==> src/rtl/priority_stimulus_encoder.sv <==
// Priority stimulus encoder: accepts requested detector output codes,
// queues the matching detector input vectors in a small FIFO and plays
// each one out for HOLD_CYCLES cycles followed by GAP_CYCLES idle cycles.
module priority_stimulus_encoder #(
    parameter int HOLD_CYCLES = 8,
    parameter int GAP_CYCLES  = 2,
    parameter int DEPTH       = 4
) (
    input  logic                     clk,
    input  logic                     rst_n,
    input  logic                     in_valid,
    input  logic [2:0]               in_code,
    output logic                     in_ready,
    output logic                     A,
    output logic                     B,
    output logic                     C,
    output logic                     vec_valid,
    output logic                     done,
    output logic                     err,
    output logic                     busy,
    output logic [$clog2(DEPTH):0]   level
);

    localparam int AW = $clog2(DEPTH);
    localparam int LW = AW + 1;
    localparam int CW = 8;

    localparam logic [1:0] ST_IDLE  = 2'd0;
    localparam logic [1:0] ST_DRIVE = 2'd1;
    localparam logic [1:0] ST_GAP   = 2'd2;

    // Map a requested code {Z,Y,X} to {legal, C, B, A}; the vector is the
    // inverse of the detector truth table, multi-hot codes are illegal.
    function automatic logic [3:0] map_code(input logic [2:0] code);
        logic [3:0] res;
        case (code)
            3'b000:  res = {1'b1, 3'b000};
            3'b001:  res = {1'b1, 3'b001};
            3'b010:  res = {1'b1, 3'b100};
            3'b100:  res = {1'b1, 3'b010};
            default: res = {1'b0, 3'b000};
        endcase
        return res;
    endfunction

    logic [2:0]    mem_q [DEPTH];
    logic [AW-1:0] wr_ptr_q;
    logic [AW-1:0] rd_ptr_q;
    logic [LW-1:0] level_q,  level_d;
    logic [1:0]    state_q,  state_d;
    logic [CW-1:0] cnt_q,    cnt_d;
    logic [2:0]    vec_q,    vec_d;
    logic          vld_q,    vld_d;
    logic          done_q,   done_d;
    logic          err_q;
    logic          busy_q;

    logic [3:0]    map_s;
    logic          accept_s;
    logic          push_s;
    logic          pop_s;

    assign map_s    = map_code(in_code);
    assign in_ready = (level_q < LW'(DEPTH));
    assign accept_s = in_valid & in_ready;
    assign push_s   = accept_s & map_s[3];
    assign pop_s    = (state_q == ST_IDLE) && (level_q != {LW{1'b0}});

    assign A         = vec_q[0];
    assign B         = vec_q[1];
    assign C         = vec_q[2];
    assign vec_valid = vld_q;
    assign done      = done_q;
    assign err       = err_q;
    assign busy      = busy_q;
    assign level     = level_q;

    // Occupancy next value: simultaneous push and pop cancel out.
    always_comb begin
        level_d = level_q;
        case ({push_s, pop_s})
            2'b10:   level_d = level_q + LW'(1);
            2'b01:   level_d = level_q - LW'(1);
            default: level_d = level_q;
        endcase
    end

    // Playback sequencer: IDLE pops, DRIVE holds the vector, GAP forces zeros.
    always_comb begin
        state_d = state_q;
        cnt_d   = cnt_q;
        vec_d   = vec_q;
        vld_d   = vld_q;
        done_d  = 1'b0;
        case (state_q)
            ST_IDLE: begin
                if (pop_s) begin
                    state_d = ST_DRIVE;
                    cnt_d   = CW'(HOLD_CYCLES - 1);
                    vec_d   = mem_q[rd_ptr_q];
                    vld_d   = 1'b1;
                end else begin
                    vec_d   = 3'b000;
                    vld_d   = 1'b0;
                end
            end
            ST_DRIVE: begin
                if (cnt_q == {CW{1'b0}}) begin
                    done_d = 1'b1;
                    vec_d  = 3'b000;
                    vld_d  = 1'b0;
                    if (GAP_CYCLES > 0) begin
                        state_d = ST_GAP;
                        cnt_d   = CW'(GAP_CYCLES - 1);
                    end else begin
                        state_d = ST_IDLE;
                    end
                end else begin
                    cnt_d = cnt_q - CW'(1);
                end
            end
            ST_GAP: begin
                if (cnt_q == {CW{1'b0}}) begin
                    state_d = ST_IDLE;
                end else begin
                    cnt_d = cnt_q - CW'(1);
                end
            end
            default: begin
                state_d = ST_IDLE;
                cnt_d   = {CW{1'b0}};
                vec_d   = 3'b000;
                vld_d   = 1'b0;
            end
        endcase
    end

    // FIFO storage and pointers; entries hold mapped vectors, not codes.
    always_ff @(posedge clk or negedge rst_n) begin
        if (!rst_n) begin
            for (int i = 0; i < DEPTH; i++) begin
                mem_q[i] <= 3'b000;
            end
            wr_ptr_q <= {AW{1'b0}};
            rd_ptr_q <= {AW{1'b0}};
            level_q  <= {LW{1'b0}};
        end else begin
            if (push_s) begin
                mem_q[wr_ptr_q] <= map_s[2:0];
                wr_ptr_q        <= wr_ptr_q + AW'(1);
            end
            if (pop_s) begin
                rd_ptr_q <= rd_ptr_q + AW'(1);
            end
            level_q <= level_d;
        end
    end

    // Sequencer state and registered outputs toward the detector.
    always_ff @(posedge clk or negedge rst_n) begin
        if (!rst_n) begin
            state_q <= ST_IDLE;
            cnt_q   <= {CW{1'b0}};
            vec_q   <= 3'b000;
            vld_q   <= 1'b0;
            done_q  <= 1'b0;
            err_q   <= 1'b0;
            busy_q  <= 1'b0;
        end else begin
            state_q <= state_d;
            cnt_q   <= cnt_d;
            vec_q   <= vec_d;
            vld_q   <= vld_d;
            done_q  <= done_d;
            err_q   <= accept_s & ~map_s[3];
            busy_q  <= (state_d != ST_IDLE) || (level_d != {LW{1'b0}});
        end
    end

endmodule

==> config.mk <==
export PLATFORM = sky130hd
export DESIGN_NAME = priority_stimulus_encoder
export DESIGN_NICKNAME = d
export VERILOG_FILES = /design/src/rtl/priority_stimulus_encoder.sv
export SDC_FILE = /design/constraint.sdc
export NUM_CORES = 1
export LEC_CHECK = 0
export CAP_MARGIN = 5
export CORE_ASPECT_RATIO = 0.9
export CORE_MARGIN = 5
export CORE_UTILIZATION = 59
export CTS_BUF_LIST = sky130_fd_sc_hd__clkbuf_4
export DETAILED_ROUTE_END_ITERATION = 12
export PLACE_DENSITY_LB_ADDON = 0.08
export SLEW_MARGIN = 5
export SYNTH_ARGS = -nofsm -noshare
export SYNTH_HDL_FRONTEND = slang
export SYNTH_SLANG_ARGS = --single-unit
==> constraint.sdc <==
create_clock -name clk -period 2.8 [get_ports clk]
set_input_delay 0.42 -clock clk [delete_from_list [all_inputs] [get_ports clk]]
set_output_delay 0.42 -clock clk [all_outputs]
set_load 0.02 [all_outputs]
==> flow_summary.json <==
{
  "syn-num-nets": 193,
  "cp.arrival_ns": 2.79,
  "synthTopCellsByArea": "dfrtp_1, mux2_1, ha_1",
  "synth_common_cells": "dfrtp_1, mux2_1, nor2_1",
  "grt_max_degree": 37,
  "fp-row-count": 19,
  "start_util": 0.623,
  "cp-startpoint": "state_q[1]",
  "fin_skew_ns": 0.00982,
  "synth_top_area_frac": 0.464,
  "critPathRequiredTime_ns": 3.04,
  "nFillCells": 227,
  "leakagePower_nw": 0.997,
  "cp_max_fo": 3,
  "fin_area_sq_mm": 0.00223,
  "worst_slack_ns": 0.245,
  "grt_util_all_layers": 0.188,
  "clkSlewWorstSetupHoldPaths_ns": 0.12,
  "cap_violations": 0,
  "postCtsSetupBuffers": 0,
  "die_y_um": 64.4,
  "yosys.area_share.simple": 0.162,
  "detailroute.via_count": 1435,
  "core_sq_mm": 0.00311,
  "grt.busiest_layer": "met2",
  "status": "completed",
  "ctsResizeCount": 0,
  "insertion_delay_ns": 0.35,
  "grtUsageMet3": 0.0479,
  "r2r_setup_slack_ns": 0.25,
  "grt_first_pass_wirelength_um": 6660,
  "die_area_sq_mm": 0.00454,
  "critical_path_class": "flop to flop",
  "cts_made_buffers": 5,
  "synth_top_area_cell": "dfrtp_1",
  "placed_cell_area_sq_mm": 0.00217,
  "dp_slack_ns": -0.0952,
  "antenna_cells": 0,
  "netlist_area_sq_mm": 0.00194,
  "r2r-end": "busy",
  "max_freq_ghz": 0.391,
  "cts.sinks": 36,
  "synth_fa_ha_area_frac": 0.0613,
  "yosysMostFrequentCell": "dfrtp_1",
  "place_congestion": 0.873,
  "gr-total-overflow": 0,
  "hold_viol_final": 0,
  "ir_drop_mv": 0.594,
  "cts_buffer_depth": 2,
  "tightest_slew_ns": 0.544,
  "ys_types": 44,
  "io_pins": 17,
  "drc": 0,
  "grtUsageMet1": 0.264,
  "antenna_found_initial": 0,
  "dp_hpwl_um": 2880,
  "end_kind": "flop",
  "cellPowerDensity_mw_per_mm2": 1070,
  "die_w_um": 70.5,
  "post-route-min-period_ns": 2.55,
  "fin_crit_sh": 0.912,
  "clockRootBuffer": "clkbuf_4",
  "synth_mux_area_frac": 0.110,
  "async_reset_ff_frac": 1.00,
  "area_delta_synth_final_pct": 14.9,
  "grt_setup_unrepaired": "false",
  "synthXorXnorAreaFrac": 0.0406,
  "h-tree-depth": 2,
  "synth_compound_area_frac": 0.119,
  "start_kind": "flop",
  "synth_top_family_by_area": "simple AND/OR/NAND/NOR gates",
  "ys.flop_type": "dfrtp_1",
  "nets": 216,
  "syn_avg_cell_area_sq_um": 10.8,
  "cp-endpoint": "busy",
  "wire_per_inst_um": 16.0,
  "slew_headroom": 0.637,
  "ys_ff_latch": 36,
  "port_buffers": 16,
  "drive_gt1_frac": 0.118,
  "hold_path_class": "input pin to asynchronous set/reset pin",
  "grt_use_met2": 0.283,
  "grt_pass1_vias": 1406,
  "postRouteAntennaNets": 0,
  "yosysWarnings": 0,
  "reg2reg_depth": 8,
  "hold_buffers": 0,
  "ys_seq_area_frac": 0.464,
  "wl_um": 3910,
  "drtIter0Drc": 109,
  "syn_inst": 179,
  "r2r-start": "state_q[1]",
  "tritoncts": "built",
  "viasPerCell": 5.86,
  "maxSlewViolCount": 0,
  "drt_pass1_iterations": 4,
  "synth_edf_count": 0,
  "finalSetupViolCount": 0
}
## flip-flops by register name, summed over array words and instances, names as in the netlist
name and cells:
wr_ptr_q 2, vec_q 3, level 3, err 1, done 1, busy 1, rd_ptr_q 2, state_q 2
vec_valid 1, mem_q 12, cnt_q 8
## power breakdown
group          leakage [nW]  internal, mW  switching [mW]
Clock                0.0274        0.0987           0.195
Sequential            0.459         0.728           0.198
Combinational         0.510         0.548           0.613
## metal layers
metal / wire length (um) / vias up
met2: 1740 / 57
met1: 1840 / 695
li1: - / 679
met3: 282 / 4
met5: 0 / -
met4: 42 / 0
## placed cells by master, fill, tap and decap left out, types with 2 or more instances in the layout
| cell type | count |
|---|---|
| and3_1 | 2 |
| a21oi_1 | 7 |
| clkinvlp_4 | 2 |
| or3_1 | 4 |
| clkdlybuf4s50_1 | 16 |
| ha_1 | 7 |
| nand2_1 | 9 |
| nor3_1 | 5 |
| nor2_1 | 12 |
| clkbuf_4 | 5 |
| inv_2 | 2 |
| a21o_1 | 3 |
| mux4_2 | 3 |
| o21ai_1 | 10 |
| inv_1 | 10 |
| and2_1 | 8 |
| mux2_1 | 12 |
| xnor2_1 | 7 |
| dfrtp_1 | 36 |
| buf_4 | 7 |
| a31oi_1 | 7 |
| nand3_1 | 2 |
| xor2_1 | 2 |
| nor3b_1 | 3 |
## layout make-up
cell class | instances | area (sq um) | share of cell area
tap | 42 | 52.6 | 0.0236
clock inverter | 3 | 23.8 | 0.0107
sequential | 36 | 901 | 0.404
multi-input combinational | 124 | 957 | 0.429
timing repair buffer | 23 | 213 | 0.0954
clock buffer | 5 | 37.5 | 0.0168
inverter | 12 | 45.0 | 0.0202
## worst min-delay path by stage
stage,end,cells past startpoint
final,mem_q[10],2
after global routing,mem_q[11],2
after CTS,mem_q[10],2
after detailed placement,mem_q[0],1
after global placement,mem_q[1],1
after floorplan,busy,0
## through the flow
stage	TNS (ns)	total power [mW]	instances	hold WS [ns]	util
after detailed placement	-0.0952	2.09	237	0.475	0.696
after floorplan	0	1.72	179	0.124	-
final	0	2.38	245	0.472	0.716
after CTS	0	2.39	245	0.487	0.716
after global routing	0	2.56	245	0.502	0.716
after global placement	0	2.03	237	0.465	0.696
## critical path, stage by stage (launching register included)
cell and delay (ns):
dfrtp_1 0.39, or2_1 0.26, nor2_1 0.24, ha_1 0.22, inv_1 0.06, fa_1 0.49, o21ai_0 0.13, or3_1 0.39
a211o_1 0.27
## cell families after synthesis
group,after synthesis
buffers and inverters,19
xor gates and xnor gates,9
DFF,36
muxes,16
AOI/OAI and AO/OA,37
and+or+nand+nor,53
adders and majority gates,9
No activity file was read; power rests on OpenSTA's default activity.
